File: src/rtl/matmul_tile_sequencer.sv
// Job-level tile sequencer: walks an output-stationary (r, c, k) loop over a tiled matmul
// and hands LOAD_W / MATMUL / DRAIN commands to the array engine one at a time.
module matmul_tile_sequencer #(
  parameter int WIDTH_HEIGHT = 16,
  parameter int MAX_MAT_DIM  = 128,
  parameter int TILE_IDX_W   = $clog2(MAX_MAT_DIM / WIDTH_HEIGHT),
  parameter int CNT_W        = TILE_IDX_W + 1
) (
  input  logic                  clk,
  input  logic                  reset,
  input  logic                  job_start,
  input  logic [CNT_W-1:0]      job_m_tiles,
  input  logic [CNT_W-1:0]      job_k_tiles,
  input  logic [CNT_W-1:0]      job_n_tiles,
  input  logic                  job_relu,
  output logic                  job_busy,
  output logic                  job_done,
  output logic                  job_err,
  output logic                  cmd_valid,
  input  logic                  cmd_ready,
  output logic [2:0]            cmd_opcode,
  output logic [TILE_IDX_W-1:0] cmd_row,
  output logic [TILE_IDX_W-1:0] cmd_col,
  output logic [TILE_IDX_W-1:0] cmd_k,
  output logic                  cmd_accum,
  output logic                  cmd_relu,
  input  logic                  cmd_done,
  output logic [2*CNT_W-1:0]    tiles_done
);

  localparam logic [CNT_W-1:0]      MAX_TILES = CNT_W'(MAX_MAT_DIM / WIDTH_HEIGHT);
  localparam logic [CNT_W-1:0]      CNT_ONE   = CNT_W'(1);
  localparam logic [TILE_IDX_W-1:0] IDX_ONE   = TILE_IDX_W'(1);
  localparam logic [2*CNT_W-1:0]    TILE_ONE  = (2*CNT_W)'(1);

  localparam logic [2:0] OP_LOAD_W = 3'd1;
  localparam logic [2:0] OP_MATMUL = 3'd2;
  localparam logic [2:0] OP_DRAIN  = 3'd3;

  typedef enum logic [1:0] {IDLE, ISSUE, WAIT, FINISH} state_t;
  typedef enum logic [1:0] {PH_LOAD, PH_MATMUL, PH_DRAIN} phase_t;

  state_t                state, state_n;
  phase_t                phase, phase_n;
  logic [CNT_W-1:0]      m_tiles, m_tiles_n;
  logic [CNT_W-1:0]      k_tiles, k_tiles_n;
  logic [CNT_W-1:0]      n_tiles, n_tiles_n;
  logic                  relu_q, relu_q_n;
  logic [TILE_IDX_W-1:0] r, r_n, c, c_n, k, k_n;
  logic [2*CNT_W-1:0]    tiles_done_n;
  logic                  job_busy_n, job_done_n, job_err_n, cmd_valid_n;
  logic [2:0]            cmd_opcode_n;
  logic [TILE_IDX_W-1:0] cmd_row_n, cmd_col_n, cmd_k_n;
  logic                  cmd_accum_n, cmd_relu_n;
  logic                  bad_job, last_k, last_c, last_r;

  assign bad_job = (job_m_tiles == '0) || (job_m_tiles > MAX_TILES) ||
                   (job_k_tiles == '0) || (job_k_tiles > MAX_TILES) ||
                   (job_n_tiles == '0) || (job_n_tiles > MAX_TILES);
  assign last_k  = (CNT_W'(k) == k_tiles - CNT_ONE);
  assign last_c  = (CNT_W'(c) == n_tiles - CNT_ONE);
  assign last_r  = (CNT_W'(r) == m_tiles - CNT_ONE);

  always_comb begin
    state_n      = state;
    phase_n      = phase;
    m_tiles_n    = m_tiles;
    k_tiles_n    = k_tiles;
    n_tiles_n    = n_tiles;
    relu_q_n     = relu_q;
    r_n          = r;
    c_n          = c;
    k_n          = k;
    tiles_done_n = tiles_done;
    job_err_n    = 1'b0;

    unique case (state)
      IDLE: begin
        if (job_start) begin
          if (bad_job) begin
            job_err_n = 1'b1;
          end else begin
            m_tiles_n    = job_m_tiles;
            k_tiles_n    = job_k_tiles;
            n_tiles_n    = job_n_tiles;
            relu_q_n     = job_relu;
            r_n          = '0;
            c_n          = '0;
            k_n          = '0;
            phase_n      = PH_LOAD;
            tiles_done_n = '0;
            state_n      = ISSUE;
          end
        end
      end
      ISSUE: begin
        if (cmd_valid && cmd_ready) state_n = WAIT;
      end
      WAIT: begin
        if (cmd_done) begin
          state_n = ISSUE;
          unique case (phase)
            PH_LOAD:   phase_n = PH_MATMUL;
            PH_MATMUL: begin
              if (last_k) begin
                phase_n = PH_DRAIN;
              end else begin
                k_n     = k + IDX_ONE;
                phase_n = PH_LOAD;
              end
            end
            PH_DRAIN: begin
              // Column advances first; the final DRAIN ends the job instead of issuing.
              tiles_done_n = tiles_done + TILE_ONE;
              k_n          = '0;
              phase_n      = PH_LOAD;
              if (last_c) begin
                c_n = '0;
                if (last_r) state_n = FINISH;
                else        r_n = r + IDX_ONE;
              end else begin
                c_n = c + IDX_ONE;
              end
            end
            default: phase_n = PH_LOAD;
          endcase
        end
      end
      FINISH:  state_n = IDLE;
      default: state_n = IDLE;
    endcase

    job_busy_n   = (state_n == ISSUE) || (state_n == WAIT);
    job_done_n   = (state_n == FINISH);
    cmd_valid_n  = (state_n == ISSUE);
    cmd_opcode_n = '0;
    cmd_row_n    = '0;
    cmd_col_n    = '0;
    cmd_k_n      = '0;
    cmd_accum_n  = 1'b0;
    cmd_relu_n   = 1'b0;
    // Fields are rebuilt from the loop position while issuing and frozen while waiting.
    if (state_n == ISSUE) begin
      cmd_row_n = r_n;
      cmd_col_n = c_n;
      unique case (phase_n)
        PH_LOAD: begin
          cmd_opcode_n = OP_LOAD_W;
          cmd_k_n      = k_n;
        end
        PH_MATMUL: begin
          cmd_opcode_n = OP_MATMUL;
          cmd_k_n      = k_n;
          cmd_accum_n  = (k_n != '0);
        end
        PH_DRAIN: begin
          cmd_opcode_n = OP_DRAIN;
          cmd_relu_n   = relu_q_n;
        end
        default: cmd_opcode_n = '0;
      endcase
    end else if (state_n == WAIT) begin
      cmd_opcode_n = cmd_opcode;
      cmd_row_n    = cmd_row;
      cmd_col_n    = cmd_col;
      cmd_k_n      = cmd_k;
      cmd_accum_n  = cmd_accum;
      cmd_relu_n   = cmd_relu;
    end
  end

  always_ff @(posedge clk) begin
    if (reset) begin
      state      <= IDLE;
      phase      <= PH_LOAD;
      m_tiles    <= '0;
      k_tiles    <= '0;
      n_tiles    <= '0;
      relu_q     <= 1'b0;
      r          <= '0;
      c          <= '0;
      k          <= '0;
      tiles_done <= '0;
      job_busy   <= 1'b0;
      job_done   <= 1'b0;
      job_err    <= 1'b0;
      cmd_valid  <= 1'b0;
      cmd_opcode <= '0;
      cmd_row    <= '0;
      cmd_col    <= '0;
      cmd_k      <= '0;
      cmd_accum  <= 1'b0;
      cmd_relu   <= 1'b0;
    end else begin
      state      <= state_n;
      phase      <= phase_n;
      m_tiles    <= m_tiles_n;
      k_tiles    <= k_tiles_n;
      n_tiles    <= n_tiles_n;
      relu_q     <= relu_q_n;
      r          <= r_n;
      c          <= c_n;
      k          <= k_n;
      tiles_done <= tiles_done_n;
      job_busy   <= job_busy_n;
      job_done   <= job_done_n;
      job_err    <= job_err_n;
      cmd_valid  <= cmd_valid_n;
      cmd_opcode <= cmd_opcode_n;
      cmd_row    <= cmd_row_n;
      cmd_col    <= cmd_col_n;
      cmd_k      <= cmd_k_n;
      cmd_accum  <= cmd_accum_n;
      cmd_relu   <= cmd_relu_n;
    end
  end

endmodule

File: config.mk
export PLATFORM = sky130hd
export DESIGN_NAME = matmul_tile_sequencer
export DESIGN_NICKNAME = d
export VERILOG_FILES = /design/src/rtl/matmul_tile_sequencer.sv
export SDC_FILE = /design/constraint.sdc
export NUM_CORES = 1
export LEC_CHECK = 0
export BUFFER_PORTS_ARGS = -buffer_cell sky130_fd_sc_hd__buf_2
export CAP_MARGIN = 40
export CORE_MARGIN = 4
export CORE_UTILIZATION = 60
export DETAILED_ROUTE_END_ITERATION = 16
export GPL_ROUTABILITY_DRIVEN = 1
export PLACE_DENSITY = 0.82
export SLEW_MARGIN = 25
export SYNTH_ARGS = -nofsm -noshare
export SYNTH_HDL_FRONTEND = slang
export SYNTH_SLANG_ARGS = --single-unit
File: constraint.sdc
create_clock -name clk -period 9.82 [get_ports clk]
set_input_delay 2.946 -clock clk [delete_from_list [all_inputs] [get_ports clk]]
set_output_delay 2.946 -clock clk [all_outputs]
set_load 0.005 [all_outputs]
## Yosys cells after proc, flatten, opt, wreduce, memory -nomap -nowiden

Cells that the tools add are included.
W data, S select, Z words.

- Register bits: 52
- Latch bits: 0
- RAM bits: 0
- Bits in read-only memories: 0
- Bits of input ports: 18
- Output and inout bits: 26
- Word-level logic and storage cells: 124
- Memories kept: 0

- $add $sub $neg: 7
- Multiply operators: 0
- Divide/modulo/power cells: 0
- $lt $le $gt $ge: 3
- Eq/ne operators: 18
- Shifts and indexed selects: 0
- Mux-type cells: 54
- Bitwise logic cells: 3
- Reduce and logical (&&, ||, !) cells: 19

Operators with widths:

| cell | count |
|---|---|
| $mux W3 | 21 |
| $mux W8 | 4 |
| $pmux W3 S2 | 4 |
| $mux W2 | 11 |
| $pmux W8 S2 | 1 |
| $eq A2 B2 Y1 const B | 6 |
| $eq A3 B4 Y1 | 3 |
| $gt A4 B4 Y1 const B | 3 |
| $logic_not A4 Y1 | 3 |
| $sub A4 B1 Y4 const B | 3 |
| $ne A2 B2 Y1 const B | 5 |
| $add A3 B1 Y3 const B | 3 |
| $mux W1 | 9 |
| $add A8 B1 Y8 const B | 1 |
| $eq A2 B1 Y1 const B | 4 |
| $pmux W2 S2 | 2 |
| $pmux W2 S4 | 1 |
| $logic_not A2 Y1 | 3 |
| $logic_or A1 B1 Y1 | 6 |
| $pmux W2 S3 | 1 |
| $reduce_and A5 Y1 | 1 |
| $not A1 Y1 | 3 |
| $reduce_and A3 Y1 | 1 |
| $reduce_bool A3 Y1 | 1 |
| 4 further kinds | 4 |

## Depth between registers and ports, before layout

Gate-level depths: netlist of the first run.

- Word-level depth: 13
- Gate-level depth with buffers: 16
- Mapped depth without buffers: 14

## Worst setup path before layout of the first run

OpenSTA, ideal clock, no wires.

- Path type: input port to flip-flop
- Start: in job_m_tiles[0]
- End: reg cmd_k[1]
- Library setup time: 74 ps
- Arrival time: 5121 ps
- Required time: 9746 ps
- Path slack: 4624 ps
- Stages on the path: 14
- Path buffers: 1
- Cell sequence: o31a_1 > nor4_2 > and2_4 > a22oi_1 > o21a_1 > inv_1 > ha_1 > nor2b_1 > nor2b_1 > clkbuf_1 > o21ai_0 > inv_1 > a32oi_1 > o21ai_0

- Elaborated cells between the ends (all ways): 24
- Those cells by class: order compare (1); eq/ne (4); mux (11); reduce/logical (8)

RTL lines:

| what | line | text |
|---|---|---|
| from (decl) | 12 | `input logic [CNT_W-1:0] job_m_tiles,` |
| $gt A4 B4 Y1 / $logic_not A4 Y1 (equally long branches) | 57 | `assign bad_job = (job_m_tiles == '0) \|\| (job_m_tiles > MAX_TILES) \|\|` |
| $logic_or A1 B1 Y1 * (2 in a row) | 57 |  |
| $logic_or A1 B1 Y1 * (2 in a row) | 58 | `(job_k_tiles == '0) \|\| (job_k_tiles > MAX_TILES) \|\|` |
| $logic_or A1 B1 Y1 * | 59 | `(job_n_tiles == '0) \|\| (job_n_tiles > MAX_TILES);` |
| $mux W2 * | 80 | `if (bad_job) begin` |
| $mux W2 * | 79 | `if (job_start) begin` |
| $pmux W2 S4 * | 77 | `unique case (state)` |
| net state_n[0] | 43 | `state_t state, state_n;` |
| $eq A2 B1 Y1 * | - |  |
| net cmd_valid_n | 51 | `logic job_busy_n, job_done_n, job_err_n, cmd_valid_n;` |
| $ne A2 B2 Y1 (no source line) / $mux W3 (equally long branches) | - |  |
| to (signal assigned) | 212 | `cmd_k <= cmd_k_n;` |
| to (decl) | 24 | `output logic [TILE_IDX_W-1:0] cmd_k,` |

The timed path passes the listed nets; every way through them passes the cells marked *.
A chain may end at the register's enable or synchronous reset.

## Final worst setup path of the first run

Ends and elaborated chain as after synthesis.

==> impl_metrics.yaml, run 1 <==
drt:
  ant_nets: 0
  drt_iter0_markers: 133
  routed_wirelength_mm: 5.59
  num_vias: 2257
  drt-pass1-iter-count: 4
  drc: 0
  wire_per_inst_um: 14.2
  viasPerCell: 5.71
clock_network:
  cts_sinks: 51
  cts_max_path_buffers: 2
  clock_latency_ps: 310
  htree_num_levels: 2
  cts_buffers: 5
  clk_pin_slew_ps: 90
  cts_hold_buffers: 0
  cts_tree: "done"
  post-cts-setup-buffer-count: 0
  cts_resized: 0
  cts_root_buf: "clkbuf_8"
finish:
  area_growth_pct: 11.1
  final_core_util_pct: 69.1
  fin_nets: 376
  num_antenna_cells: 0
  drive_above_1_share_pct: 18.4
sta:
  fmax_mhz: 178
  setup_viol: 0
  tns_ps: 0
  skew_ps: 10.7
  worst_pin_slew_ps: 619
  fin_ws_ps: 4200
  min_period_ps: 5620
  slew_viol_final: 0
  slew_headroom_pct: 58.7
  finalCritPeriodShare_pct: 57.2
  rsz0062_at_grt: "false"
  finalHoldViolations: 0
floorplan:
  die_h_um: 75.2
  die_area_um2: 5650
  initial_utilization_pct: 62.2
  placementRows: 24
  die_x_um: 75.2
  pin_count: 44
  coreArea_um2: 4350
synth:
  synth_flop_cell: "dfxtp_1"
  synth_edf_count: 0
  synth-seq-cells: 51
  ys_async_sr_fraction_pct: 0
  synth_xor_area_share_pct: 5.13
  syn_avg_cell_area_um2: 8.90
  synthMuxAreaShare_pct: 5.22
  synth_compound_area_share_pct: 16.1
  ys.warnings.count: 0
  netlist_area_um2: 2710
  synth.distinct_cells: 59
  synth-simple-area-share_pct: 23.3
  synthAdderAreaFrac_pct: 7.40
  synth_cells: 304
  synth-seq-area-share_pct: 37.7
  synth_nets: 338
  synth_top_family_by_area: "simple AND/OR/NAND/NOR gates"
setup_path:
  cp-end-kind: "register"
  cp_slowest_cell: "nor2b_1"
  crit_path_end: "cmd_k[1]"
  crit_type: "input pin to register"
  worstPathRequired_ps: 10050
  cp_slowest_stage_delay_ps: 490
  timing.rr.start: "m_tiles[0]"
  crit_path_start_kind: "input pin"
  crit_family: "simple AND/OR/NAND/NOR gates"
  crit_cells: 14
  ff2ff_path_depth: 14
  cp_cell_sequence: "buf_2, o31a_1, nor4_2, and2_4, a22oi_1, o21a_1, inv_1, ha_1, nor2b_1, nor2b_1, o21ai_0, inv_1, a32oi_1, o21ai_0"
  critPathMaxFanout: 8
  r2r_slack_ps: 6460
  setup.worst_path.start: "job_m_tiles[0]"
  r2r-end: "cmd_k[1]"
  crit_arrival_ps: 5840
  crit_buf_inv: 3
global_route:
  grt_pass1_vias: 2130
  grt_max_degree: 35
  grt_pass1_wl_mm: 9.40
  antenna_found_initial: 0
  grt_use_total_pct: 21.5
  grt.overflow.total: 0
placed_design:
  gp_congestion: 0.798
  place_hpwl_mm: 4.17
  io_buffers: 42
  dp_slack_ps: 3890
status:
  status: "complete, no violations"
hold_path:
  hold_class: "register to register"
power:
  leakagePower_uw: 0.00123
  power_density_nw_per_um2: 119
  peakVddDrop_mv: 0.0932
run:
  cap_violations: 0
[cell usage after synthesis (2+ instances only)]
cell type / number / area, µm²
mux2i_1: 13 / 130
o21ai_1: 3 / 15.0
and2_1: 2 / 12.5
nand3b_1: 3 / 22.5
xor2_1: 8 / 70.1
a221o_1: 2 / 20.0
nor3_1: 2 / 10.0
o31a_1: 2 / 17.5
nand3_1: 5 / 25.0
nand2b_1: 7 / 43.8
nor2b_1: 11 / 68.8
nand2_1: 29 / 109
buf_2: 2 / 10.0
nor3b_1: 2 / 15.0
or3_1: 3 / 18.8
a22oi_1: 3 / 22.5
nor2_1: 36 / 135
o21ai_0: 12 / 60.1
dfxtp_1: 51 / 1020
o21a_1: 3 / 22.5
clkbuf_1: 8 / 30.0
o22a_1: 3 / 26.3
xnor2_1: 6 / 52.6
nor4b_1: 3 / 26.3
a211oi_1: 4 / 30.0
inv_1: 15 / 56.3
a21oi_1: 11 / 55.1
a32oi_1: 3 / 26.3
ha_1: 16 / 200
a31oi_1: 4 / 25.0
and4_1: 2 / 17.5
nor4_2: 3 / 37.5
[through the flow]
step	hold slack (ps)	instances	power [µW]	cell area [µm²]
floorplan	449	304	236	2710
global placement	438	385	244	2900
detailed placement	446	386	245	2910
CTS	471	394	361	3000
global route	504	395	373	3010
finish	468	395	358	3010
[layer usage]
layer  share of wire [%]  up-vias  global-route usage, %  wire length, µm
li1                    -     1132                      -                -
met1                  44     1066                   26.4             2480
met2                  50       50                   38.0             2810
met3                 3.9        9                   4.01              219
met4                 1.5        0                   6.60               85
met5                   0        -                      0                0
[cells in the final DEF (no fill, tap or decap), types with 5 or more instances in the layout]
cell type | netlist | routed
nand2b_1 | 7 | 7
a21oi_1 | 11 | 11
buf_2 | 2 | 42
dfxtp_1 | 51 | 51
ha_1 | 16 | 16
clkbuf_8 | 0 | 5
nand2_1 | 29 | 29
xnor2_1 | 6 | 6
nor2_1 | 36 | 36
o21ai_0 | 12 | 12
nand3_1 | 5 | 5
nor2b_1 | 11 | 11
inv_1 | 15 | 15
xor2_1 | 8 | 8
mux2i_1 | 13 | 13
[worst min-delay path by stage]
stage / start / end / cells past startpoint
2_1_floorplan: cmd_col[1] / cmd_col[1] / 2
3_3_place_gp: cmd_k[2] / cmd_k[2] / 2
3_5_place_dp: cmd_k[2] / cmd_k[2] / 2
4_1_cts: cmd_col[0] / cmd_col[0] / 2
5_1_grt: cmd_col[2] / cmd_col[2] / 2
6_report: cmd_col[0] / cmd_col[0] / 2
[flip-flops by register name (all words and copies together) (netlist names), 3 cells and up]
name        flops
m_tiles         4
cmd_col         3
k               3
cmd_k           3
c               3
cmd_row         3
tiles_done      8
r               3
k_tiles         4
n_tiles         4
[tightest hold or removal path: stages, from the launching register on]
cell and delay (ps):
dfxtp_1 320, nand2_1 60, a21oi_1 50
[cell families after synthesis]
family,Yosys count
and+or+nand+nor,118
AOI/OAI and AO/OA,61
other,1
xor gates and xnor gates,15
adders and majority gates,16
muxes,14
DFF,51
buffers and inverters,28
[layout make-up]
cell class	count	area (µm²)
multi-input combinational	225	1550
timing repair buffer	44	229
tap	52	65.1
inverter	15	56.3
clock buffer	6	72.6
clock inverter	2	12.5
sequential	51	1020
fill	354	1350
[report_power, final]
group | switching (µW) | internal [µW]
Sequential | 2.13 | 209
Combinational | 16.6 | 12.3
Clock | 67.9 | 49.9
(Power assumes the default switching activity.)
==> run 2: changes to the inputs <==
--- a/config.mk
+++ b/config.mk
@@ -8,10 +8,10 @@
 export BUFFER_PORTS_ARGS = -buffer_cell sky130_fd_sc_hd__buf_2
 export CAP_MARGIN = 40
 export CORE_MARGIN = 4
-export CORE_UTILIZATION = 60
+export CORE_UTILIZATION = 51
 export DETAILED_ROUTE_END_ITERATION = 16
 export GPL_ROUTABILITY_DRIVEN = 1
-export PLACE_DENSITY = 0.82
+export PLACE_DENSITY = 0.74
 export SLEW_MARGIN = 25
 export SYNTH_ARGS = -nofsm -noshare
 export SYNTH_HDL_FRONTEND = slang
==> constraint.sdc (replaced) <==
create_clock -name clk -period 5.1 [get_ports clk]
set_input_delay 1.53 -clock clk [delete_from_list [all_inputs] [get_ports clk]]
set_output_delay 1.53 -clock clk [all_outputs]
set_load 0.005 [all_outputs]
==> run 2 against run 1 <==
  * First-iteration DRC count down 14%
  * Combinational power up 93%
  * Critical path depth down 2
  * Flip-flop and latch count unchanged
  * Highest routed layer unchanged
  * Clock power up 140%
  * Core utilization down 9.4 points
  * Worst setup slack worse by 3000 ps
  * Sequential share of layout area down 0.65 points
  * Worst hold slack worse by 2.9 ps
==> impl_metrics.yaml, run 2 (synthesized netlist as in run 1, its figures left out) <==
status:
  status: "complete, no violations"
floorplan:
  placementRows: 26
  initial_utilization_pct: 52.7
  die_area_um2: 6540
  die_x_um: 80.8
  pin_count: 44
  coreArea_um2: 5140
  die_h_um: 80.8
power:
  seqPwrFrac_pct: 54.3
  leakagePower_uw: 0.00125
  peakVddDrop_mv: 0.146
  clockPowerShare_pct: 38.3
  combPwrFrac_pct: 7.4
  power_density_nw_per_um2: 245
  p_int_uw: 586
  switching_power_uw: 165
  switching_share_pct: 21.9
drt:
  wire_per_inst_um: 13.2
  drt_iter0_markers: 115
  drt-pass1-iter-count: 4
  ant_nets: 0
  drc: 0
  num_vias: 2260
  routed_wirelength_mm: 5.48
  viasPerCell: 5.46
global_route:
  grt_max_degree: 35
  grt.overflow.total: 0
  grt_pass1_wl_mm: 9.43
  grt_use_total_pct: 18.2
  grt_pass1_vias: 2209
  antenna_found_initial: 0
finish:
  num_antenna_cells: 0
  area_growth_pct: 13.3
  layout_common_cells: "dfxtp_1, buf_2, nor2_1"
  drive_above_1_share_pct: 18.9
  largest_register: "tiles_done"
  fin_nets: 377
  fin_area_um2: 3070
  final_common_cell: "dfxtp_1"
  largest_reg_flops: 8
  fillerInstances: 507
placed_design:
  io_buffers: 42
  place_hpwl_mm: 4.14
  place_area_um2: 2940
  gp_congestion: 0.812
sta:
  setup_viol: 0
  finalCritPeriodShare_pct: 77.1
  worst_pin_slew_ps: 670
  finalHoldViolations: 0
  rsz0062_at_grt: "false"
  slew_viol_final: 0
  tns_ps: 0
  min_period_ps: 3930
  fmax_mhz: 254
  skew_ps: 7.48
  slew_headroom_pct: 55.3
setup_path:
  crit_arrival_ps: 4120
  critPathMaxFanout: 10
  r2r_slack_ps: 1890
  crit_type: "input pin to register"
  crit_path_start_kind: "input pin"
  cp_slowest_stage_delay_ps: 360
  worstPathRequired_ps: 5290
  cp-end-kind: "register"
  cp_slowest_cell: "nor4_2"
  cp_cell_sequence: "buf_2, o31a_1, nor4_2, a31oi_2, a21o_1, a32oi_1, inv_1, ha_1, o21ai_0, inv_1, a32oi_1, o21ai_0"
clock_network:
  clock_latency_ps: 310
  cts_resized: 0
  post-cts-setup-buffer-count: 0
  cts_sinks: 51
  cts_hold_buffers: 0
  cts_max_path_buffers: 2
  cts_buffers: 5
  cts_root_buf: "clkbuf_8"
  htree_num_levels: 2
  cts_tree: "done"
  clk_pin_slew_ps: 90
hold_path:
  hold_class: "register to register"
run:
  cap_violations: 0
## run 2: cell types whose count changed in the layout (fill, tap and decap cells not counted), sizes merged
cell and delta:
clkinvlp -1, bufinv +1, buf +2, clkbuf -1
## run 2: path summary, 6_finish.rpt
kind / start / end / cells after the start
hold / removal: cmd_k[2] / cmd_k[2] / 2
hold reg to reg: cmd_k[2] / cmd_k[2] / 2
setup / recovery: job_m_tiles[0] / cmd_k[1] / 12
setup reg to reg: n_tiles[0] / cmd_k[1] / 15
## run 2: final cells by class
cell class / instances / area, µm² / area share (%)
multi-input cells: 225 / 1550 / 50.6
flip-flops and latches: 51 / 1020 / 33.3
repair buffers: 45 / 233 / 7.59
well taps: 70 / 87.6 / 2.86
clock buffers: 6 / 82.6 / 2.69
inverters: 15 / 56.3 / 1.84
clock inverters: 2 / 35.0 / 1.14
## run 2: per-layer routing
layer / vias to the layer above / share of wire, % / track usage (%)
met3: 5 / 4.7 / 4.43
met1: 1067 / 46 / 22.0
met2: 48 / 48 / 31.5
met4: 0 / 1.1 / 6.25
met5: - / 0 / 0
li1: 1140 / - / -
## run 2: worst max-delay path, delay by kind of cell
kind                     cells  cell delay, ps
buffers and inverters        3             280
AND/OR/NAND/NOR              1             360
adder cells (fa/ha/maj)      1             220
AO/OA/AOI/OAI                7            1740
## run 2: stage by stage
step / setup WS, ps / hold WS [ps] / util [%] / cells / total power [µW]
after floorplan: 1320 / 449 / - / 304 / 455
after global placement: 966 / 443 / 57.2 / 405 / 471
after detailed placement: 817 / 444 / 57.2 / 405 / 473
after CTS: 1150 / 469 / 59.5 / 413 / 760
after global routing: 908 / 499 / 59.6 / 414 / 783
final: 1170 / 465 / 59.6 / 414 / 750
## run 2: power groups by stage
stage                     clock network (µW)  registers, µW  logic [µW]
after floorplan                            0            416        38.8
after global placement                     0            416        54.5
after detailed placement                   0            416        56.2
after CTS                                296            407        56.5
after global routing                     313            408        62.0
final                                    287            407        55.7
